--- src/rtl/mem_port_arbiter_pkg.sv ---
// rtl/mem_port_arbiter_pkg.sv - shared encodings and defaults for the memory port arbiter
package mem_port_arbiter_pkg;

    localparam int DEFAULT_WIDTH      = 32;
    localparam int DEFAULT_LINE_WORDS = 4;

    typedef enum logic [1:0] {
        ST_IDLE   = 2'd0,
        ST_D_XFER = 2'd1,
        ST_I_XFER = 2'd2
    } state_e;

    typedef enum logic {
        GRANT_DATA  = 1'b0,
        GRANT_INSTR = 1'b1
    } grant_e;

endpackage

--- src/rtl/mem_port_arbiter_burst_counter.sv ---
// rtl/mem_port_arbiter_burst_counter.sv - wrap-around beat counter with clear, increment and last flag
module burst_counter #(
    parameter int N = 4
) (
    input  logic                 clk,
    input  logic                 reset_n,
    input  logic                 clr,
    input  logic                 inc,
    output logic [$clog2(N)-1:0] count,
    output logic                 last
);

    localparam int CW = $clog2(N);

    logic [CW-1:0] count_q;
    logic [CW-1:0] count_d;

    always_comb begin
        count_d = count_q;
        if (clr) begin
            count_d = '0;
        end else if (inc) begin
            count_d = last ? '0 : count_q + 1'b1;
        end
    end

    always_ff @(posedge clk or negedge reset_n) begin
        if (!reset_n) begin
            count_q <= '0;
        end else begin
            count_q <= count_d;
        end
    end

    assign count = count_q;
    assign last  = (count_q == CW'(N - 1));

endmodule

--- src/rtl/mem_port_arbiter.sv ---
// rtl/mem_port_arbiter.sv - arbitrates data accesses and instruction line refills onto one memory port
module mem_port_arbiter
    import mem_port_arbiter_pkg::*;
#(
    parameter int WIDTH      = DEFAULT_WIDTH,
    parameter int LINE_WORDS = DEFAULT_LINE_WORDS
) (
    input  logic                          clk,
    input  logic                          reset_n,
    input  logic                          i_req,
    input  logic [WIDTH-1:0]              i_addr,
    output logic                          i_rvalid,
    output logic [WIDTH-1:0]              i_rdata,
    output logic [$clog2(LINE_WORDS)-1:0] i_beat,
    output logic                          i_done,
    input  logic                          d_req,
    input  logic                          d_we,
    input  logic [WIDTH-1:0]              d_addr,
    input  logic [WIDTH-1:0]              d_wdata,
    output logic [WIDTH-1:0]              d_rdata,
    output logic                          d_done,
    output logic                          mem_valid,
    output logic                          mem_we,
    output logic [WIDTH-1:0]              mem_addr,
    output logic [WIDTH-1:0]              mem_wdata,
    input  logic                          mem_ready,
    input  logic [WIDTH-1:0]              mem_rdata,
    output logic                          busy
);

    localparam int BW = $clog2(LINE_WORDS);

    state_e            state_q, state_d;
    grant_e            last_grant_q, last_grant_d;
    logic [WIDTH-1:0]  addr_q, addr_d;
    logic              we_q, we_d;
    logic [WIDTH-1:0]  wdata_q, wdata_d;
    logic              mem_valid_q, mem_valid_d;
    logic              d_done_q, d_done_d;
    logic [WIDTH-1:0]  d_rdata_q, d_rdata_d;
    logic              i_rvalid_q, i_rvalid_d;
    logic [WIDTH-1:0]  i_rdata_q, i_rdata_d;
    logic [BW-1:0]     i_beat_q, i_beat_d;
    logic              i_done_q, i_done_d;

    logic              d_elig, i_elig;
    logic [BW-1:0]     beat;
    logic              beat_last;
    logic              beat_inc;
    logic              beat_clr;

    assign beat_inc = (state_q == ST_I_XFER) && mem_ready;
    assign beat_clr = (state_q == ST_IDLE);

    burst_counter #(
        .N (LINE_WORDS)
    ) u_burst_counter (
        .clk     (clk),
        .reset_n (reset_n),
        .clr     (beat_clr),
        .inc     (beat_inc),
        .count   (beat),
        .last    (beat_last)
    );

    always_ff @(posedge clk or negedge reset_n) begin
        if (!reset_n) begin
            state_q <= ST_IDLE;
        end else begin
            state_q <= state_d;
        end
    end

    // A requester whose done pulse is showing has already been served this round.
    assign d_elig = d_req && !d_done_q;
    assign i_elig = i_req && !i_done_q;

    always_comb begin
        state_d = state_q;
        case (state_q)
            ST_IDLE: begin
                if (d_elig && (!i_elig || last_grant_q == GRANT_INSTR)) begin
                    state_d = ST_D_XFER;
                end else if (i_elig) begin
                    state_d = ST_I_XFER;
                end
            end
            ST_D_XFER: if (mem_ready) state_d = ST_IDLE;
            ST_I_XFER: if (mem_ready && beat_last) state_d = ST_IDLE;
            default:   state_d = ST_IDLE;
        endcase
    end

    always_comb begin
        last_grant_d = last_grant_q;
        addr_d       = addr_q;
        we_d         = we_q;
        wdata_d      = wdata_q;
        if (state_q == ST_IDLE && state_d == ST_D_XFER) begin
            last_grant_d = GRANT_DATA;
            addr_d       = d_addr;
            we_d         = d_we;
            wdata_d      = d_wdata;
        end else if (state_q == ST_IDLE && state_d == ST_I_XFER) begin
            last_grant_d = GRANT_INSTR;
            addr_d       = i_addr;
            we_d         = 1'b0;
            wdata_d      = '0;
        end

        mem_valid_d = (state_d != ST_IDLE);
        d_done_d    = (state_q == ST_D_XFER) && mem_ready;
        d_rdata_d   = (d_done_d && !we_q) ? mem_rdata : d_rdata_q;
        i_rvalid_d  = beat_inc;
        i_rdata_d   = beat_inc ? mem_rdata : i_rdata_q;
        i_beat_d    = beat_inc ? beat : i_beat_q;
        i_done_d    = beat_inc && beat_last;
    end

    always_ff @(posedge clk or negedge reset_n) begin
        if (!reset_n) begin
            last_grant_q <= GRANT_INSTR;
            addr_q       <= '0;
            we_q         <= 1'b0;
            wdata_q      <= '0;
            mem_valid_q  <= 1'b0;
            d_done_q     <= 1'b0;
            d_rdata_q    <= '0;
            i_rvalid_q   <= 1'b0;
            i_rdata_q    <= '0;
            i_beat_q     <= '0;
            i_done_q     <= 1'b0;
        end else begin
            last_grant_q <= last_grant_d;
            addr_q       <= addr_d;
            we_q         <= we_d;
            wdata_q      <= wdata_d;
            mem_valid_q  <= mem_valid_d;
            d_done_q     <= d_done_d;
            d_rdata_q    <= d_rdata_d;
            i_rvalid_q   <= i_rvalid_d;
            i_rdata_q    <= i_rdata_d;
            i_beat_q     <= i_beat_d;
            i_done_q     <= i_done_d;
        end
    end

    // Port fields decode from latched registers only, so they cannot move during a stall.
    always_comb begin
        mem_addr  = '0;
        mem_we    = 1'b0;
        mem_wdata = '0;
        case (state_q)
            ST_D_XFER: begin
                mem_addr  = addr_q;
                mem_we    = we_q;
                mem_wdata = wdata_q;
            end
            ST_I_XFER: begin
                mem_addr = addr_q + {{(WIDTH-BW){1'b0}}, beat};
            end
            default: ;
        endcase
    end

    assign mem_valid = mem_valid_q;
    assign busy      = (state_q != ST_IDLE);
    assign d_done    = d_done_q;
    assign d_rdata   = d_rdata_q;
    assign i_rvalid  = i_rvalid_q;
    assign i_rdata   = i_rdata_q;
    assign i_beat    = i_beat_q;
    assign i_done    = i_done_q;

endmodule

--- config.mk ---
export PLATFORM = sky130hd
export DESIGN_NAME = mem_port_arbiter
export DESIGN_NICKNAME = d
export VERILOG_FILES = /design/src/rtl/mem_port_arbiter_pkg.sv /design/src/rtl/mem_port_arbiter_burst_counter.sv /design/src/rtl/mem_port_arbiter.sv
export SDC_FILE = /design/constraint.sdc
export NUM_CORES = 1
export LEC_CHECK = 0
export CAP_MARGIN = 40
export CORE_UTILIZATION = 45
export DETAILED_ROUTE_END_ITERATION = 6
export GPL_TIMING_DRIVEN = 0
export PLACE_DENSITY = 0.9
export SLEW_MARGIN = 25
export SYNTH_ARGS = -nofsm -noshare
export SYNTH_HDL_FRONTEND = slang
export SYNTH_HIERARCHICAL = 1
export SYNTH_SLANG_ARGS = --single-unit
export TNS_END_PERCENT = 50
--- constraint.sdc ---
create_clock -name clk -period 3.29 [get_ports clk]
set_input_delay 0.4935 -clock clk [delete_from_list [all_inputs] [get_ports clk]]
set_output_delay 0.4935 -clock clk [all_outputs]
set_load 0.02 [all_outputs]
==> results of run 1 <==
-- logic make-up (layout without fill, tap and decap cells) --
kind of cell / count (synthesis) / after routing
other cells: 0 / 1
buf+inv: 75 / 402
xor+xnor: 2 / 2
fa+ha+maj: 8 / 8
flops: 140 / 140
compound gates: 244 / 244
simple gates: 180 / 180
mux: 68 / 68
-- state kept, by name, summed over array words and instances, names as in the netlist --
signal                 flops
d_rdata                   32
u_burst_counter/count      2
mem_valid                  1
wdata_q                   32
i_beat                     2
we_q                       1
addr_q                    32
i_rdata                   32
i_done                     1
d_done                     1
state_q                    2
i_rvalid                   1
last_grant_q               1
-- final cells by class --
| type | instances | area share |
|---|---|---|
| Sequential cell | 140 | 0.3055 |
| Inverter | 11 | 0.003703 |
| Antenna cell | 1 | 0.0002178 |
| Tap cell | 216 | 0.02353 |
| Timing Repair Buffer | 295 | 0.2517 |
| Clock buffer | 17 | 0.03703 |
| Multi-Input combinational cell | 502 | 0.3345 |
| Clock inverter | 15 | 0.01743 |
| Buffer | 64 | 0.02636 |
-- cell usage after synthesis (all sizes together) (3+ instances only) --
cell type / n
nor4: 5
dfrtp: 139
o221a: 32
a211oi: 32
and3: 6
a21oi: 22
o2bb2ai: 33
a22oi: 36
ha: 7
and2: 38
a31oi: 9
nor2: 17
nand4: 13
a41oi: 3
o21ai: 58
or3: 4
or4: 5
buf: 23
clkbuf: 41
nand2b: 5
inv: 10
nand3: 17
nor3: 40
nand2: 23
a311oi: 5
mux2: 66
o211ai: 5
-- where the power goes --
group          leakage, nW  total (mW)  internal, mW  switching, mW
clock network        0.304        2.04          1.17          0.878
logic                 2.67        6.77          3.03           3.73
registers             1.71        3.29          2.57          0.727
-- critical path, stage by stage (launching register included) --
cell and delay (ns):
dfrtp_1 0.34, buf_6 0.13, nand4_1 0.23, buf_4 0.23, buf_12 0.12, nor4_4 0.25, nand4_1 0.19, buf_4 0.19
or4_1 0.46, nand3_1 0.10, buf_6 0.12
-- per-stage QoR --
step	area, sq um	hold slack (ns)	setup slack, ns	TNS, ns
finish	11490	0.006520	0.007902	0
global route	11490	0.02713	-0.08735	-0.3301
CTS	11280	0.02907	-0.1800	-0.4509
detailed placement	10530	0.4819	-0.3115	-3.111
global placement	10490	0.4736	-3.941	-551.49
floorplan	7527	0.1979	0.5415	0
-- repair_timing --
item	CTS	global route
endpoints found under the setup margin	50	41
pin swaps	5	5
gates resized for setup	59	52
buffers inserted	8	16
-- metal layers --
| layer | global-route usage | up-vias |
|---|---|---|
| met5 | 0 | - |
| met4 | 0.1001 | 2 |
| li1 | - | 3400 |
| met3 | 0.08758 | 90 |
| met2 | 0.4947 | 467 |
| met1 | 0.3611 | 3754 |
-- path summary, 6_finish.rpt --
| kind | to | slack (ns) |
|---|---|---|
| min reg2reg | d_rdata[25]$_DFFE_PN0P_ | 0.50 |
| max in group asynchronous | wdata_q[21]$_DFFE_PN0P_ | 2.53 |
| max | mem_addr[31] | 0.008 |
| max reg2reg | addr_q[12]$_DFFE_PN0P_ | 0.39 |
| min | d_rdata[2]$_DFFE_PN0P_ | 0.007 |
| min in group clk | d_rdata[25]$_DFFE_PN0P_ | 0.50 |
==> impl_metrics.yaml, run 1 <==
outcome:
  status: "complete, no violations"
yosys:
  synth_edf_count: 0
  synth_compound_area_frac: 0.2410
  synth.area.mux_share: 0.1014
  synth_flop_cell: "dfrtp_1"
  syn_inst: 717
  async_reset_ff_frac: 1.000
  synth.area.top_cells: "dfrtp_1 (46%), mux2_2 (9.4%), o221a_1 (4.5%)"
  yosys_warnings: 6
  ys_ff_latch: 140
  ys_types: 54
  synth_nets: 859
  ys_seq_area_frac: 0.4656
  avgSynthCellArea_sq_um: 10.50
  synth_top_family_by_area: "compound AO/OA/AOI/OAI gates"
  synthAdderAreaFrac: 0.01430
  synth_top_area_cell: "dfrtp_1"
  synth-simple-area-share: 0.1340
  yosys.area.top_type_share: 0.4621
  synthXorXnorAreaFrac: 0.002327
  syn_area_sq_mm: 0.007527
cts:
  cts_tree: "yes"
  htreeDepth: 4
  cts_max_path_buffers: 2
  clock-sinks: 140
  clk_latency_ns: 0.43
  cts_root_buf: "clkbuf_16"
  cts_made_buffers: 17
  clk_pin_slew_ns: 0.07
  hold_buffers: 0
floorplanning:
  die_w_um: 131.3
  dieArea_sq_mm: 0.01725
  io_pins: 270
  row_count: 46
  die_h_um: 131.3
  core_area_sq_mm: 0.01612
  initial_core_util: 0.4671
drt:
  firstDrtPassIters: 7
  routedWlPerCell_um: 20.70
  vias: 7713
  wl_met2_um: 12600
  met1_length_um: 10200
  top_layer_used: "met5"
  via_per_inst: 6.117
  wl_met3_um: 2360
  drc: 0
  drt_iter0_drc: 664
  ant_nets: 0
  routed_wirelength_um: 26110
sta:
  rsz0062_at_grt: "yes"
  worst_clock_skew_ns: 0.01173
  period_share: 0.9976
  fmax_mhz: 304.7
  slew_viol_final: 0
  relSlewSlack: 0.5158
  worst_pin_slew_ns: 0.7263
  setup-violations-final: 0
  finalHoldViolCount: 0
  layout_min_cycle_time_ns: 3.282
cells_and_area:
  fillCellCount: 1169
  final_common_cell: "clkdlybuf4s50_1"
  layout_common_cells: "clkdlybuf4s50_1 (238), dfrtp_1 (135), mux2_2 (63)"
  stdcell_count: 1261
  multi_input_area_sq_mm: 0.003842
  drive_gt1_frac: 0.1839
  nets: 1173
  area_growth_syn_to_layout_pct: 52.61
  finish.utilization: 0.7128
  regArea_sq_mm: 0.003510
placed_design:
  port_buffers: 269
  dpl.hpwl_um: 18320
  place_congestion: 0.9125
  placed_cells: 1204
grt:
  track_usage: 0.2949
  grt_pass1_vias: 7379
  grt_max_degree: 79
  grt-ovfl-total: 0
  antenna_found_initial: 2
  grt_pass1_wl_um: 39900
power_and_ir_drop:
  leakagePower_nw: 4.682
  p_total_mw: 12.11
  powerDensity_mw_per_mm2: 1054
  ir_drop_mv: 0.7008
setup_path:
  start_kind: "register"
  path_max_fanout: 7
  r2r_start: "state_q[0]$_DFF_PN0_"
  worst-endpoint-required_ns: 2.80
  reg2reg_depth: 9
  cp_data_arrival_time_ns: 2.79
  criticalPathCategory: "register to output pin"
  end_kind: "output pin"
  cp-startpoint: "addr_q[13]$_DFFE_PN0P_"
min_path:
  worstHoldPathType: "input pin to async pin"
run:
  cap_violations: 0
Power figures use the tool's default switching activity.
==> inputs of run 2 (changes only) <==
--- a/config.mk
+++ b/config.mk
@@ -8,7 +8,7 @@
 export CAP_MARGIN = 40
 export CORE_UTILIZATION = 45
 export DETAILED_ROUTE_END_ITERATION = 6
-export GPL_TIMING_DRIVEN = 0
+export HOLD_SLACK_MARGIN = 0.03
 export PLACE_DENSITY = 0.9
 export SLEW_MARGIN = 25
 export SYNTH_ARGS = -nofsm -noshare
==> impl_metrics.yaml, run 2 (synthesized netlist as in run 1, its figures left out) <==
outcome:
  status: "complete, no violations"
floorplanning:
  die_w_um: 131.3
  core_area_sq_mm: 0.01612
  die_h_um: 131.3
  dieArea_sq_mm: 0.01725
  io_pins: 270
  initial_core_util: 0.4671
  row_count: 46
setup_path:
  r2r_slack_ns: 0.54
  start_kind: "register"
  crit_slowest_cell: "dfrtp_1"
  cp_data_arrival_time_ns: 2.67
  cp-startpoint: "addr_q[0]$_DFFE_PN0P_"
  cp_cell_sequence: "ha_2 -> fa_2 -> nand3_2 -> buf_4 -> nor2_4 -> nand4_1 -> o31ai_1 -> dlygate4sd2_1"
  slowest_delay_ns: 0.40
  end_kind: "output pin"
  criticalPathCategory: "register to output pin"
  worst-endpoint-required_ns: 2.80
  path_max_fanout: 7
  cp_top_family: "buffers and inverters"
  r2r_start: "state_q[1]$_DFF_PN0_"
  critPathBufInv: 2
min_path:
  worstHoldPathType: "input pin to async pin"
sta:
  worst_clock_skew_ns: 0.008905
  period_share: 0.9621
  worst_pin_slew_ns: 0.7092
  layout_min_cycle_time_ns: 3.165
  setup-violations-final: 0
  rsz0062_at_grt: "no"
  relSlewSlack: 0.5272
  fmax_mhz: 315.9
  holdWs_ns: 0.1064
  fin_ws_ns: 0.1248
  fin_setup_tns_ns: 0
  finalHoldViolCount: 0
  slew_viol_final: 0
power_and_ir_drop:
  powerDensity_mw_per_mm2: 1052
  leakagePower_nw: 4.514
  ir_drop_mv: 0.6087
  p_total_mw: 11.77
grt:
  grt_pass1_wl_um: 39860
  antenna_found_initial: 2
  track_usage: 0.2917
  grt-ovfl-total: 0
  grt_max_degree: 73
  grt_pass1_vias: 7305
cells_and_area:
  nets: 1125
  area_growth_syn_to_layout_pct: 48.64
  finish.utilization: 0.6943
  fillCellCount: 1197
  layout_common_cells: "clkdlybuf4s50_1 (239), dfrtp_1 (138), mux2_2 (63)"
  final_common_cell: "clkdlybuf4s50_1"
  drive_gt1_frac: 0.1727
drt:
  firstDrtPassIters: 5
  drt_iter0_drc: 687
  routedWlPerCell_um: 20.50
  vias: 7364
  routed_wirelength_um: 24890
  ant_nets: 0
  via_per_inst: 6.066
  drc: 0
cts:
  cts_tree: "yes"
  clk_latency_ns: 0.43
  htreeDepth: 4
  clk_pin_slew_ns: 0.07
  cts_root_buf: "clkbuf_16"
  cts_made_buffers: 17
  clock-sinks: 140
  cts_max_path_buffers: 2
placed_design:
  place_congestion: 0.9326
  port_buffers: 269
  dpl.hpwl_um: 16980
  dp_slack_ns: 0.1103
run:
  cap_violations: 0
run 2: final cells by class:
class | instances | area (sq um) | area share
Multi-Input combinational cell | 502 | 3776 | 0.3375
Sequential cell | 140 | 3506 | 0.3134
Timing Repair Buffer | 311 | 2990 | 0.2673
Clock buffer | 17 | 425.4 | 0.03802
Tap cell | 216 | 270.3 | 0.02416
Clock inverter | 15 | 173.9 | 0.01554
Inverter | 11 | 41.29 | 0.003690
Antenna cell | 2 | 5.005 | 0.0004473
run 2: what timing repair did:
| item | CTS | global route |
|---|---|---|
| resized for setup | 36 | 25 |
| pin swaps | 1 | 2 |
| cloned | 0 | 0 |
| hold buffers | 0 | 0 |
| endpoints found under the setup margin | 28 | 18 |
| buffers inserted | 1 | 0 |
run 2: worst paths after layout:
path | endpoint | depth (start not counted)
worst min register to register | i_rdata[0]$_DFFE_PN0P_ | 1
min in group clk | i_rdata[0]$_DFFE_PN0P_ | 1
worst max register to register | addr_q[1]$_DFFE_PN0P_ | 8
worst min-delay path | i_rdata[3]$_DFFE_PN0P_ | 1
worst max-delay path | mem_addr[28] | 8
max in group asynchronous | wdata_q[20]$_DFFE_PN0P_ | 2
run 2: worst reg2reg max path: cells and delay by family (launching register included):
family | cells | cell delay, ns
buf+inv | 2 | 0.33
fa+ha+maj | 1 | 0.20
flops | 1 | 0.45
compound gates | 2 | 0.75
simple gates | 3 | 0.91
run 2: metal layers:
metal	vias up	GRT usage	wire [um]
met2	374	0.4962	12440
met1	3605	0.3526	9721
met5	-	0	0
met4	0	0.09755	675
li1	3316	-	-
met3	69	0.08565	2053
run 2: where the power goes:
| group | internal [mW] | switching [mW] |
|---|---|---|
| clock | 1.02 | 0.911 |
| sequential | 2.56 | 0.676 |
| combinational | 2.96 | 3.64 |
run 2: stage by stage:
step	instance area (sq um)	instances
2_1_floorplan	7527	717
3_3_place_gp	10560	1179
3_5_place_dp	10560	1179
4_1_cts	11160	1212
5_1_grt	11190	1213
6_report	11190	1214
==> RTL change 1: new RTL, config.mk and constraints of run 1 <==
Encoding of `state_e`: now one-hot (3 bits for 3 states).
--- a/src/rtl/mem_port_arbiter_pkg.sv
+++ b/src/rtl/mem_port_arbiter_pkg.sv
@@ -4,10 +4,10 @@
     localparam int DEFAULT_WIDTH      = 32;
     localparam int DEFAULT_LINE_WORDS = 4;
 
-    typedef enum logic [1:0] {
-        ST_IDLE   = 2'd0,
-        ST_D_XFER = 2'd1,
-        ST_I_XFER = 2'd2
+    typedef enum logic [2:0] {
+        ST_IDLE   = 3'b001,
+        ST_D_XFER = 3'b010,
+        ST_I_XFER = 3'b100
     } state_e;
 
     typedef enum logic {
Function: no difference found for any inputs over 4 cycles, from zero or initial values and one cycle with reset_n low; so few cycles prove little.
==> RTL change 1 against run 1 <==
  * Worst setup slack gained 92 ps
  * Via count decreased by 21%
  * Critical path depth decreased by 1
  * Synthesized cell count is 15% lower
  * Combinational power shrank 39%
  * Fmax rose by 2.9%
  * Synthesized area shrank 11%
  * Total power decreased by 24%
  * Final area is 10% lower
  * Sequential cell count increased by 1
  * Routed wire length down 23%
  * Critical path type unchanged
  * Largest cell class is now flip-flops and latches
==> RTL change 1: results (changes against run 1) <==
Global routing:
- The pin count of the biggest net entering global routing is 88 (+11%).
- The number of global-route vias before repair came to 6342 (-14%).
- The number of antenna violations at the first check in global routing is 0 (-2).
- The total global routing track utilization came to 26.6% (-2.9 points).
- The first-pass GRT wire length came to 32500 microns (-18%).

Logic synthesis:
- The sequential cell area fraction in the yosys report is 52.5% (+6.0 points).
- After synthesis, the cell types taking the most area are sky130_fd_sc_hd__dfrtp_1, sky130_fd_sc_hd__mux2_2, sky130_fd_sc_hd__o21ai_0.
- For this run, the leading register cell type out of synthesis is sky130_fd_sc_hd__dfrtp_1.
- The share of synthesized flip-flops with an asynchronous set or reset was 100% (unchanged).
- The total nets after synthesis came to 744 (-13%).
- By count the netlist is led by sky130_fd_sc_hd__dfrtp_1, sky130_fd_sc_hd__o21ai_0, sky130_fd_sc_hd__mux2_2, sky130_fd_sc_hd__nand2_1, sky130_fd_sc_hd__and3_1.
- The synthesized area per cell is 11.1 sq um (+5.7%).
- The number of distinct library cells after synthesis is 46 (-15%).

Final layout:
- The count of filler cells inserted in the layout was 1101 (-5.8%).
- The diode insertion count for antenna repair came to 0 (-1).
- The fraction of layout cells with a size suffix above 1 is 16.6% (-1.8 points).
- The count of placed standard cells in the final layout, fillers left out was 1094 (-13%).
- The number of nets at the end of the flow is 1035 (-12%).

Placed design:
- The detailed placement HPWL is 14700 microns (-19%).
- The minimum setup slack after placement was -116 ps (+195 ps).
- The placer congestion estimate came to 0.863 (-5.4%).
- The count of input and output buffers is 269 (unchanged).
- The cell area after placement is 9680 sq um (-8.1%).

Power and ir drop:
- The largest vdd supply drop is 0.637 mV (-9.1%).
- The static power due to leakage was 4.71 nW (+0.71%).
- The net switching component of the power came to 0.00359 W (-33%).

Detailed routing:
- The first-iteration detailed-routing DRC count was 406 (-39%).
- The average vias per placed instance is 5.56 (-9.0%).
- The final wirelength came to 20100 microns (-23%).
- The number of search-and-repair iterations in the first detailed-routing pass is 5 (-2).

Outcome:
- The run finished with clean final reports.

Timing:
- The actual transition at the worst max-transition pin is 681 ps (-45.3 ps).
- The number of endpoints with negative hold slack in the final report is 0 (unchanged).
- The setup skew after layout is 10.6 ps (-1.18 ps).

Clock network:
- The buffer depth of the longest clock path is 2 (unchanged).
- After clock tree synthesis, the clock-pin slew on the worst setup and hold paths is 60 ps.
- The root buffer cell is sky130_fd_sc_hd__clkbuf_16.
- The H-tree level count is 4 (unchanged).
- The post-CTS setup repair buffer count was 1 (-7).
- The clock network latency to the later pin of the worst-skew pair is 410 ps (-20 ps).
- The number of resized instances in the post-cts repair step is 33 (-44%).

Critical path:
- The largest individual stage delay along the critical path comes from the cell sky130_fd_sc_hd__dfrtp_1.
- The arrival time reported for the critical path endpoint was 2700 ps (-90 ps).
- The category of cells accounting for the largest share of critical-path delay is buffers and inverters.
- The delay contributed by the slowest stage of the critical path is 390 ps (-70 ps).
- The largest fanout on the critical path came to 10 (+3).

Min path:
- The worst hold path belongs to the class in -> async.

Run:
- The max-capacitance violation count came to 0 (unchanged).
RTL change 1: final cells by class:
class	instances	area, sq um	share of cell area (%)
Buffer	44	229	2.21
Clock buffer	19	433	4.19
Clock inverter	13	134	1.30
Inverter	3	11.3	0.109
Multi-Input combinational cell	417	3020	29.2
Sequential cell	141	3530	34.2
Tap cell	184	230	2.23
Timing Repair Buffer	273	2750	26.6
RTL change 1: kinds of logic (layout without fill, tap and decap cells):
| logic type | after synthesis | count (layout) | synth area share (%) |
|---|---|---|---|
| xor+xnor | 1 | 1 | 0.130 |
| simple gates | 172 | 172 | 13.5 |
| buf+inv | 48 | 352 | 3.33 |
| fa+ha+maj | 4 | 4 | 0.856 |
| compound gates | 141 | 141 | 13.7 |
| mux | 99 | 99 | 16.0 |
| flops | 141 | 141 | 52.5 |
RTL change 1: power by group through the flow:
stage	Combinational (W)	Sequential [W]	Clock, W
after detailed placement	0.00418	0.00317	0
after CTS	0.00416	0.00316	0.00187
after global placement	0.00407	0.00313	0
final	0.00415	0.00318	0.00184
after global routing	0.00447	0.00329	0.00195
after floorplan	0.00192	0.00352	0
RTL change 1: final timing paths:
kind	start	to	slack, ps	cells after the start
worst max-delay path	addr_q[0]	mem_addr[24]	100	9
worst min-delay path	reset_n	addr_q[18]	90	1
worst max register to register	state_q[2]	addr_q[29]	1060	9
worst min register to register	wdata_q[28]	wdata_q[28]	490	1
max in group asynchronous	reset_n	state_q[0]	2440	2
min in group clk	wdata_q[28]	wdata_q[28]	490	1
RTL change 1: per-layer routing:
layer	global-route usage, %	share of wire, %	vias to the layer above	routed length, microns
li1	-	-	2812	-
met4	8.15	1.4	0	282
met1	32.7	41	2949	8160
met3	7.97	8.6	26	1740
met5	0	0	-	0
met2	44.8	49	301	9970
==> RTL change 2: new RTL, config.mk and constraints of run 1 <==
Without the edit above. Set the package constant `DEFAULT_WIDTH` to 48 (it was 32).
--- a/src/rtl/mem_port_arbiter_pkg.sv
+++ b/src/rtl/mem_port_arbiter_pkg.sv
@@ -1,7 +1,7 @@
 // rtl/mem_port_arbiter_pkg.sv - shared encodings and defaults for the memory port arbiter
 package mem_port_arbiter_pkg;
 
-    localparam int DEFAULT_WIDTH      = 32;
+    localparam int DEFAULT_WIDTH      = 48;
     localparam int DEFAULT_LINE_WORDS = 4;
 
     typedef enum logic [1:0] {
Ports: changed (8 resized); port bits go from 270 to 398. The function was not compared with the original's and may differ.
==> RTL change 2 against run 1 <==
  * The flow now finishes with violations (negative setup slack)
  * Sequential cell count increased by 64
  * Routed wire length grew 36%
  * Worst setup slack got worse by 16 ps
  * Total power grew 29%
  * Final area grew 34%
  * Synthesized area rose by 33%
  * Hold slack better by 460 ps
  * Critical path type unchanged
  * Non-clock buffer count is 129 higher
  * Core utilization decreased by 0.64 points
==> RTL change 2: results (changes against run 1) <==
Logic synthesis:
- The number of distinct library cells after synthesis is 51 (-5.6%).
- The gate count of the mapped netlist came to 903 (+26%).
- The sequential cell area fraction in the yosys report is 51.1% (+4.5 points).
- The total nets after synthesis was 1109 (+29%).
- By count the netlist is led by sky130_fd_sc_hd__dfrtp_1, sky130_fd_sc_hd__mux2_2, sky130_fd_sc_hd__a31oi_1, sky130_fd_sc_hd__a21oi_1, sky130_fd_sc_hd__and2_1.
- After synthesis, the cell types taking the most area are sky130_fd_sc_hd__dfrtp_1, sky130_fd_sc_hd__mux2_2, sky130_fd_sc_hd__mux2i_1.

Global routing:
- The number of antenna violations at the first check in global routing is 0 (-2).
- The pin count of the biggest net entering global routing is 80 (+1.3%).
- The total global routing track utilization was 30.4% (+0.92 points).
- The number of global-route vias before repair was 9491 (+29%).

Timing:
- The number of setup violations in the final report is 1 (+1).
- The actual transition at the worst max-transition pin is 808 ps (+81.3 ps).
- The worst path setup slack after routing is -7.71 ps (-15.6 ps).
- The setup skew after layout is 6.90 ps (-4.83 ps).

Final layout:
- The count of filler cells inserted in the layout came to 1609 (+38%).
- The fraction of layout cells with a size suffix above 1 is 18.5% (+0.079 points).
- The diode insertion count for antenna repair is 0 (-1).
- The footprint of the multi-input gates is 4740 sq um (+23%).

Detailed routing:
- The total met2 wirelength after detailed routing was 17900 microns (+42%).
- The average vias per placed instance is 5.68 (-7.2%).
- The first-iteration detailed-routing DRC count is 576 (-13%).
- The final wirelength is 35500 microns (+36%).
- The wire length on met1 is 13100 microns (+28%).
- The wire length on met3 is 3030 microns (+28%).
- The via count of the routed design is 9307 (+21%).
- The highest layer used for signal routing is met4.
- The number of search-and-repair iterations in the first detailed-routing pass came to 5 (-2).

Power and ir drop:
- The largest vdd supply drop is 0.655 mV (-6.5%).
- The static power due to leakage came to 6.81 nW (+46%).

Placed design:
- The count of input and output buffers is 397 (+48%).
- The minimum setup slack after placement came to -672 ps (-361 ps).
- The detailed placement HPWL is 26000 microns (+42%).
- The placed instance count came to 1583 (+31%).

Clock network:
- The H-tree level count is 1 (-3).
- The buffer depth of the longest clock path is 3 (+1).
- The number of CTS-inserted buffers came to 22 (+5).
- The clock network latency to the later pin of the worst-skew pair was 510 ps (+80 ps).

Outcome:
- The flow ran to the end, but the final reports show violations.
- The final reports fail on negative setup slack.

Critical path:
- The critical path's slowest cell is sky130_fd_sc_hd__dfrtp_2.
- The arrival time reported for the critical path endpoint is 2800 ps (about the same).
- The largest fanout on the critical path came to 10 (+3).
-- RTL change 2: cells by family (layout without fill, tap and decap cells) --
logic type	after synthesis	in the layout	synth area share [%]
AOI/OAI and AO/OA	252	252	16.1
DFF	204	204	51.1
and+or+nand+nor	203	203	11.6
muxes	150	150	16.3
buffers and inverters	79	535	3.14
adders and majority gates	8	8	1.08
xor gates and xnor gates	7	7	0.689
-- RTL change 2: power breakdown --
| part | internal, W | total, W | switching [W] |
|---|---|---|---|
| clock | 0.00158 | 0.00263 | 0.00105 |
| sequential | 0.00374 | 0.00470 | 0.000960 |
| combinational | 0.00364 | 0.00828 | 0.00464 |
| total | 0.00896 | 0.0156 | 0.00664 |
-- RTL change 2: final timing paths --
check / cells past startpoint / from / endpoint / slack [ps]
min in group clk: 1 / wdata_q[39] / wdata_q[39] / 490
worst max register to register: 10 / state_q[0] / addr_q[3] / 300
worst max-delay path: 8 / u_burst_counter/count[0] / mem_addr[34] / -8
worst min register to register: 1 / wdata_q[39] / wdata_q[39] / 490
worst min-delay path: 2 / reset_n / d_rdata[18] / 470
max in group asynchronous: 4 / reset_n / last_grant_q / 1690
-- RTL change 2: repair_timing --
item,in CTS,in global routing
endpoints found under the hold margin,50,0
gates cloned,0,0
buffers inserted,15,5
hold buffers,1,0
pin swaps,4,3
resized for setup,137,76
setup endpoints to repair,76,116
-- RTL change 2: final cells by class --
cell class | instances | area share (%)
plain buffers | 67 | 2.09
clock buffers | 30 | 4.09
clock inverters | 9 | 0.876
inverters | 8 | 0.195
multi-input cells | 620 | 30.7
flip-flops and latches | 204 | 33.2
well taps | 280 | 2.27
repair buffers | 421 | 26.6
-- RTL change 2: routing by layer --
layer	up-vias	global-route usage, %
met5	-	0
met4	0	13.2
met3	83	6.66
met2	489	53.1
met1	4503	35.9
li1	4232	-
-- RTL change 2: stage by stage --
step	setup TNS, ps	total power, W	instance area [sq um]	hold WS [ps]
after global placement	-1336060	0.0125	14300	468
final	-7.71	0.0156	15400	471
after CTS	-36.0	0.0155	15400	476
after global routing	-519	0.0165	15400	503
after floorplan	0	0.00916	9990	198
after detailed placement	-17610	0.0128	14400	424
-- RTL change 2: worst max-delay path: cells and delay by family, from the launching register on --
kind	cells	cell delay, ps
buf+inv	2	500
flops	1	410
fa+ha+maj	2	470
simple gates	3	630
compound gates	1	280
